==> config.mk <==
export PLATFORM = sky130hd
export DESIGN_NAME = mem_port_arbiter
export DESIGN_NICKNAME = d
export VERILOG_FILES = /design/src/rtl/mem_port_arbiter.sv
export SDC_FILE = /design/constraint.sdc
export NUM_CORES = 1
export LEC_CHECK = 0
export BUFFER_PORTS_ARGS = -buffer_cell sky130_fd_sc_hd__buf_2
export CORE_MARGIN = 4
export CORE_UTILIZATION = 43
export CTS_BUF_LIST = sky130_fd_sc_hd__clkbuf_16
export DETAILED_ROUTE_END_ITERATION = 8
export GPL_ROUTABILITY_DRIVEN = 1
export GPL_TIMING_DRIVEN = 0
export PLACE_DENSITY_LB_ADDON = 0.05
export SLEW_MARGIN = 15
export SYNTH_ARGS = -nofsm -noshare
export SYNTH_HDL_FRONTEND = slang
export SYNTH_SLANG_ARGS = --single-unit
==> constraint.sdc <==
create_clock -name clk -period 2 [get_ports clk]
set_clock_uncertainty 0.05 [all_clocks]
set_input_delay 0.2 -clock clk [delete_from_list [all_inputs] [get_ports clk]]
set_output_delay 0.2 -clock clk [all_outputs]
set_load 0.01 [all_outputs]
==> src/rtl/mem_port_arbiter.sv <==
// Two-port arbiter sharing one synchronous single-port memory between the CPU controller
// and a device port. Each access is a registered grant cycle followed by read-data return.
module mem_port_arbiter #(
  parameter int ADDR_W       = 16,
  parameter int DATA_W       = 16,
  parameter int CPU_PRIORITY = 1,
  parameter int MAX_WAIT     = 4
) (
  input  logic              clk,
  input  logic              reset,
  input  logic              cpu_req,
  input  logic              cpu_we,
  input  logic [ADDR_W-1:0] cpu_addr,
  input  logic [DATA_W-1:0] cpu_wdata,
  output logic              cpu_gnt,
  output logic              cpu_rvalid,
  output logic [DATA_W-1:0] cpu_rdata,
  input  logic              dev_req,
  input  logic              dev_we,
  input  logic [ADDR_W-1:0] dev_addr,
  input  logic [DATA_W-1:0] dev_wdata,
  output logic              dev_gnt,
  output logic              dev_rvalid,
  output logic [DATA_W-1:0] dev_rdata,
  output logic [ADDR_W-1:0] mem_addr,
  output logic [DATA_W-1:0] mem_wdata,
  output logic              mem_we,
  input  logic [DATA_W-1:0] mem_rdata
);

  typedef enum logic {IDLE, GRANT} state_t;

  localparam logic [3:0] WAIT_MAX = 4'(MAX_WAIT);

  state_t     state, state_nxt;
  logic [3:0] wait_cnt;
  logic       last_dev;
  logic       tie_dev, win_cpu, win_dev;

  assign cpu_rdata = mem_rdata;
  assign dev_rdata = mem_rdata;

  always_comb begin
    state_nxt = state;
    tie_dev   = 1'b0;
    win_cpu   = 1'b0;
    win_dev   = 1'b0;
    // Priority mode: the device wins a tie only once its wait has hit the threshold.
    if (CPU_PRIORITY != 0) tie_dev = (wait_cnt == WAIT_MAX);
    else                   tie_dev = !last_dev;
    case (state)
      IDLE: begin
        win_dev = dev_req && (!cpu_req || tie_dev);
        win_cpu = cpu_req && !win_dev;
        if (win_cpu || win_dev) state_nxt = GRANT;
      end
      GRANT: state_nxt = IDLE;
      default: state_nxt = IDLE;
    endcase
  end

  always_ff @(posedge clk) begin
    if (reset) begin
      state      <= IDLE;
      cpu_gnt    <= 1'b0;
      dev_gnt    <= 1'b0;
      cpu_rvalid <= 1'b0;
      dev_rvalid <= 1'b0;
      mem_we     <= 1'b0;
      mem_addr   <= '0;
      mem_wdata  <= '0;
      wait_cnt   <= '0;
      last_dev   <= 1'b1;
    end else begin
      state      <= state_nxt;
      cpu_gnt    <= win_cpu;
      dev_gnt    <= win_dev;
      // gnt is high exactly in the owner's GRANT cycle, so it doubles as the read pipe stage
      cpu_rvalid <= cpu_gnt && !mem_we;
      dev_rvalid <= dev_gnt && !mem_we;
      mem_we     <= (win_cpu && cpu_we) || (win_dev && dev_we);
      if (win_cpu) begin
        mem_addr  <= cpu_addr;
        mem_wdata <= cpu_wdata;
      end else if (win_dev) begin
        mem_addr  <= dev_addr;
        mem_wdata <= dev_wdata;
      end
      if (win_cpu || win_dev) last_dev <= win_dev;
      if (dev_gnt)                             wait_cnt <= '0;
      else if (dev_req && wait_cnt < WAIT_MAX) wait_cnt <= wait_cnt + 4'd1;
    end
  end

endmodule

* Word-level counts from Yosys, hierarchy flattened
Cells that the tools add are included.
Operators by class: equality and inequality tests 1, bitwise logic cells 1, reduce and logical (&&, ||, !) cells 15, order comparisons 1, $add $sub $neg 1, muxes and demuxes 8
Operators by type and width (number):
- two-way mux 16 bit | 4
- logical AND 1 bit | 7
- adder 4 x 1 -> 4 bit (second input constant) | 1
- == test 4 x 3 -> 1 bit (second input constant) | 1
- less-than comparator 4 x 3 -> 1 bit (second input constant) | 1
- zero test 1 bit | 3
- logical OR 1 bit | 3
- two-way mux 1 bit | 3
- case mux 1 bit (2 select lines) | 1
- nonzero test 2 bit | 1
- OR reduction 2 bit | 1
- NOT 1 bit | 1
Storage, ports and cells: register bits 42, output and inout bits 69, input port bits 86, word-level logic and storage cells 36

* Logic depth before layout (Yosys ltp)
word-level depth 8, mapped depth 8, mapped depth without buffers 5

* Worst setup path after synthesis
No wires, ideal clock.
kind register to register, start reg wait_cnt[0], end reg mem_addr[10], stages on the path, launching flop included 9, library setup time 0.079 ns, buffers on the path 3, slack 0.391 ns, arrival time 1.481 ns, cells stage by stage dfxtp_1 > inv_1 > ha_1 > and4b_1 > buf_6 > or2_1 > buf_6 > buf_6 > o221ai_2
Between the ends: word-level cells in the longest chain between the ends 7, elaborated cells on any way between the ends 9, classes of those cells 1 x eq/ne; 3 x mux; 5 x reduce/logical
RTL lines:
- start: declaration | RTL line 36 | logic [3:0] wait_cnt;
- start signal: assignment | RTL line 91 | else if (dev_req && wait_cnt < WAIT_MAX) wait_cnt <= wait_cnt + 4'd1;
- == test 4 x 3 -> 1 bit (*) | RTL line 49 | if (CPU_PRIORITY != 0) tie_dev = (wait_cnt == WAIT_MAX);
- logical OR 1 bit (*) | RTL line 53 | win_dev = dev_req && (!cpu_req || tie_dev);
- logical AND 1 bit (*) | RTL line 53
- zero test 1 bit | RTL line 54 | win_cpu = cpu_req && !win_dev;
- logical AND 1 bit | RTL line 54
- two-way mux 1 bit | RTL line 51 | case (state)
- two-way mux 16 bit or nonzero test 2 bit (tied branches)
- end signal: assignment | RTL line 83 | mem_addr <= cpu_addr;
- end signal: assignment | RTL line 86 | mem_addr <= dev_addr;
- end: declaration | RTL line 25 | output logic [ADDR_W-1:0] mem_addr,
Mark *: on every way between the ends. The rest lies on a longest branch, timed or not. A chain may end at the register's enable or synchronous reset.

* Worst setup path in the final report
start reg state, end reg mem_wdata[13]
Between the ends: word-level cells in the longest chain between the ends 2, elaborated cells on any way between the ends 4, classes of those cells 3 x mux; 1 x reduce/logical
RTL lines:
- start: declaration | RTL line 35 | state_t state, state_nxt;
- start signal: assignment | RTL line 75 | state <= state_nxt;
- two-way mux 1 bit | RTL line 51
- two-way mux 16 bit or nonzero test 2 bit (tied branches)
- end signal: assignment | RTL line 84 | mem_wdata <= cpu_wdata;
- end signal: assignment | RTL line 87 | mem_wdata <= dev_wdata;
- end: declaration | RTL line 26 | output logic [DATA_W-1:0] mem_wdata,
Parallel ways exist; a longest one is shown, timed or not.

==> summary.md <==
| Metric | Value |
|---|---|
| Run status | finished clean |
| Fmax | 570.1 MHz |
| Worst R2R Start | state |
| Cell area after synthesis | 2449 µm² |
| Hold WC Path Type | input port to flip-flop |
| FF-to-FF path depth | 4 |
| Port bufs | 138 |
| Met2 Use GR | 33.24% |
| Vias per cell | 5.157 |
| Number of enable flip-flop cells after synthesis | 0 |
| Storage cell area | 840.8 µm² |
| Post-synthesis sequential area ratio | 34.34% |
| Multi-input logic area | 1080 µm² |
| GRT met1 Usage | 23.39% |
| Global-route wire length before repair | 11.16 mm |
| Cells taking the most area after synthesis | dfxtp_1 (34%), o221ai_2 (18%), o2111ai_1 (11%) |
| Maxcap violations | 0 |
| Setup violators final | 0 |
| Peak VDD IR | 0.3874 mV |
| Post-synth top cells | dfxtp_1 (42), inv_1 (36), buf_4 (32), nand3_1 (32), o2111ai_1 (32) |
| Crit path kind | flip-flop to flip-flop |
| Most frequent cell after synthesis | dfxtp_1 |
| Nature of the critical path endpoint | flip-flop |
| FILL cells | 514 |
| DRT Pass-1 Iters | 4 |
| Setup WS post-layout | 0.2458 ns |
| NetSw | 667.3 µW |
| CORE AREA | 5507 µm² |
| Die Span X | 83.46 µm |
| RR Endpoint | mem_wdata[13] |
| CTS tree | done |
| Clock Path Buffers | 2 |
| RSZ-0062 raised after global routing | false |
| Synth Register Bits | 42 |
| Total track usage | 18.99% |
| Post-Syn Area per Cell | 9.454 µm² |
| Initial antenna violation count | 0 |
| DRT Wirelength | 6.665 mm |
| Post-Syn Instances | 259 |
| Site Rows | 27 |
| Die area | 6966 µm² |
| Share of the synthesized area in the top cell type | 34.34% |
| Net Sw Frac | 27.48% |
| Place WS | 0.2601 ns |
| Via count | 2460 |
| Cts bufs inserted | 5 |
| Gr busiest metal | met2 |
| Gr ovfl total | 0 |
| Setup TNS | 0 ns |
| Setup Buffers After CTS | 0 |
| Relative slew slack | 58.08% |
| Avg WL per Cell | 13.97 µm |
| H-tree levels | 2 |
| Starting DRC count in detailed routing | 44 |
| Hold Path Origin | dev_we |
| Area growth syn-to-layout | 38.53% |
| Sink Count | 42 |
| Routed Antenna Nets | 0 |
| Vias in the first global route | 2502 |
| Initial Util | 44.47% |
| Min Tclk post-route | 1.754 ns |
| Cell depth of the worst min-delay path | 2 |
| Max Slew Vio Count | 0 |
| Cts hold-fix bufs | 0 |
| Critical Path RT | 2.16 ns |
| Async SR Flop Fraction | 0% |
| Post-synth top flop | dfxtp_1 |
| Worst Max-Slew Pin Slew | 0.6265 ns |
| Root Buffer | clkbuf_16 |
| Crit share post-route | 87.71% |
| Crit path DAT | 1.91 ns |
| Leak pwr | 0.001531 µW |
| Flop2flop setup slack | 0.25 ns |
| Power Density | 715.9 nW/µm² |
| # diodes | 0 |
| CP Max Fanout | 10 |
| Proportion of layout cells with a drive suffix above 1 | 53.58% |
| Total Nets Final | 492 |
| Post-synth net total | 347 |
| Met3 usage in global routing | 5.528% |
| YS warnings | 0 |
| Part of the power in the clock network | 37.2% |
| DR DRC count | 0 |
| Synth area leader | dfxtp_1 |
| HPWL after detailed placement | 4.988 mm |
| I/O pins | 155 |
| Pint | 1761 µW |
| Library cells used by synthesis | 26 |
| Setup crit start kind | flip-flop |
| Later-pin clock latency in the skew report | 0.28 ns |
| Gpl congestion | 0.7204 |
| Worst-path clk slew | 0.06 ns |
| Endpoints failing hold | 0 |
| Sequential Power Share | 39.0% |
| Die H | 83.46 µm |
| Largest net degree at the start of global routing | 13 |
| Post-CTS Resized | 0 |
| Hold Path Sink | mem_we |
| Combinational Power Share | 23.8% |
-- sequential cells by signal, indices dropped and copies added, names as in the netlist --
name and flops:
dev_rvalid 1, cpu_rvalid 1, mem_wdata 16, mem_we 1, cpu_gnt 1, dev_gnt 1, wait_cnt 4, state 1
mem_addr 16
-- kinds of logic (layout without fill, tap and decap cells) --
kind of cell	after synthesis	in the layout	synth area share, %
buffers and inverters	97	243	21.56
AOI/OAI and AO/OA	68	68	31.83
and+or+nand+nor	48	48	10.48
DFF	42	42	34.34
adders and majority gates	2	2	1.022
xor gates and xnor gates	1	1	0.3578
muxes	1	1	0.4088
-- power groups by stage --
stage          logic (µW)  registers, µW  clock network (µW)
6_report              578            947                 904
5_1_grt               641            957                 961
4_1_cts               585            948                 923
3_5_place_dp          583            966                   0
3_3_place_gp          578            964                   0
2_1_floorplan         328            997                   0
-- layout by cell type, fill, tap and decap left out --
cell type  synthesis  routed
xnor2_1            1       1
nor2_1             2       2
or2_1              1       1
o221ai_2          30      30
o21bai_1           1       1
nand2b_1           1       1
nand3b_1           1       1
bufinv_16          0       1
o2111ai_1         32      32
nand3_1           32      32
dfxtp_1           42      42
buf_4             32      32
o221ai_1           2       2
nor3_1             6       6
a31oi_1            1       1
nor3b_1            3       3
a2111oi_0          1       1
clkbuf_16          0       5
buf_1              3       3
buf_2              5     143
or2_2              1       1
and4b_1            1       1
clkbuf_1          16      16
ha_1               2       2
inv_1             36      38
mux2i_1            1       1
buf_6              5       5
a22o_1             1       1
-- how the worst max path moves through the flow --
stage | start | endpoint
after floorplan | wait_cnt[0] | mem_addr[10]
after global placement | state | mem_wdata[1]
after detailed placement | state | mem_wdata[13]
after CTS | state | mem_wdata[13]
after global routing | state | mem_addr[14]
final | state | mem_wdata[13]
-- per-layer routing --
metal  part of all wire, %  vias to the layer above
li1                      -                     1228
met1                    42                     1135
met2                    49                       93
met3                   7.8                        4
met4                  0.56                        0
met5                     0                        -
-- final cells by class --
| cell class | count | share of cell area, % |
|---|---|---|
| sequential | 42 | 24.79 |
| clock inverter | 3 | 1.107 |
| timing repair buffer | 138 | 20.36 |
| inverter | 36 | 3.984 |
| buffer | 61 | 11.58 |
| multi-input combinational | 120 | 31.83 |
| clock buffer | 5 | 3.689 |
| tap | 72 | 2.656 |
-- per-stage QoR --
stage	cell area, µm²	util, %	power, µW	hold WS [ns]	instances
3_3_place_gp	3229	58.65	1542	0.3596	469
6_report	3392	61.60	2428	0.07998	477
3_5_place_dp	3229	58.65	1549	0.3709	469
5_1_grt	3392	61.60	2559	0.09174	477
2_1_floorplan	2449	-	1325	0.2756	259
4_1_cts	3392	61.60	2455	0.07852	477
-- worst max-delay path: stages (launching register included) --
cell and delay (ns):
dfxtp_1 0.35, nor2_1 0.51, clkbuf_1 0.46, nand3_1 0.16
o221ai_2 0.14
(Power assumes the default switching activity.)
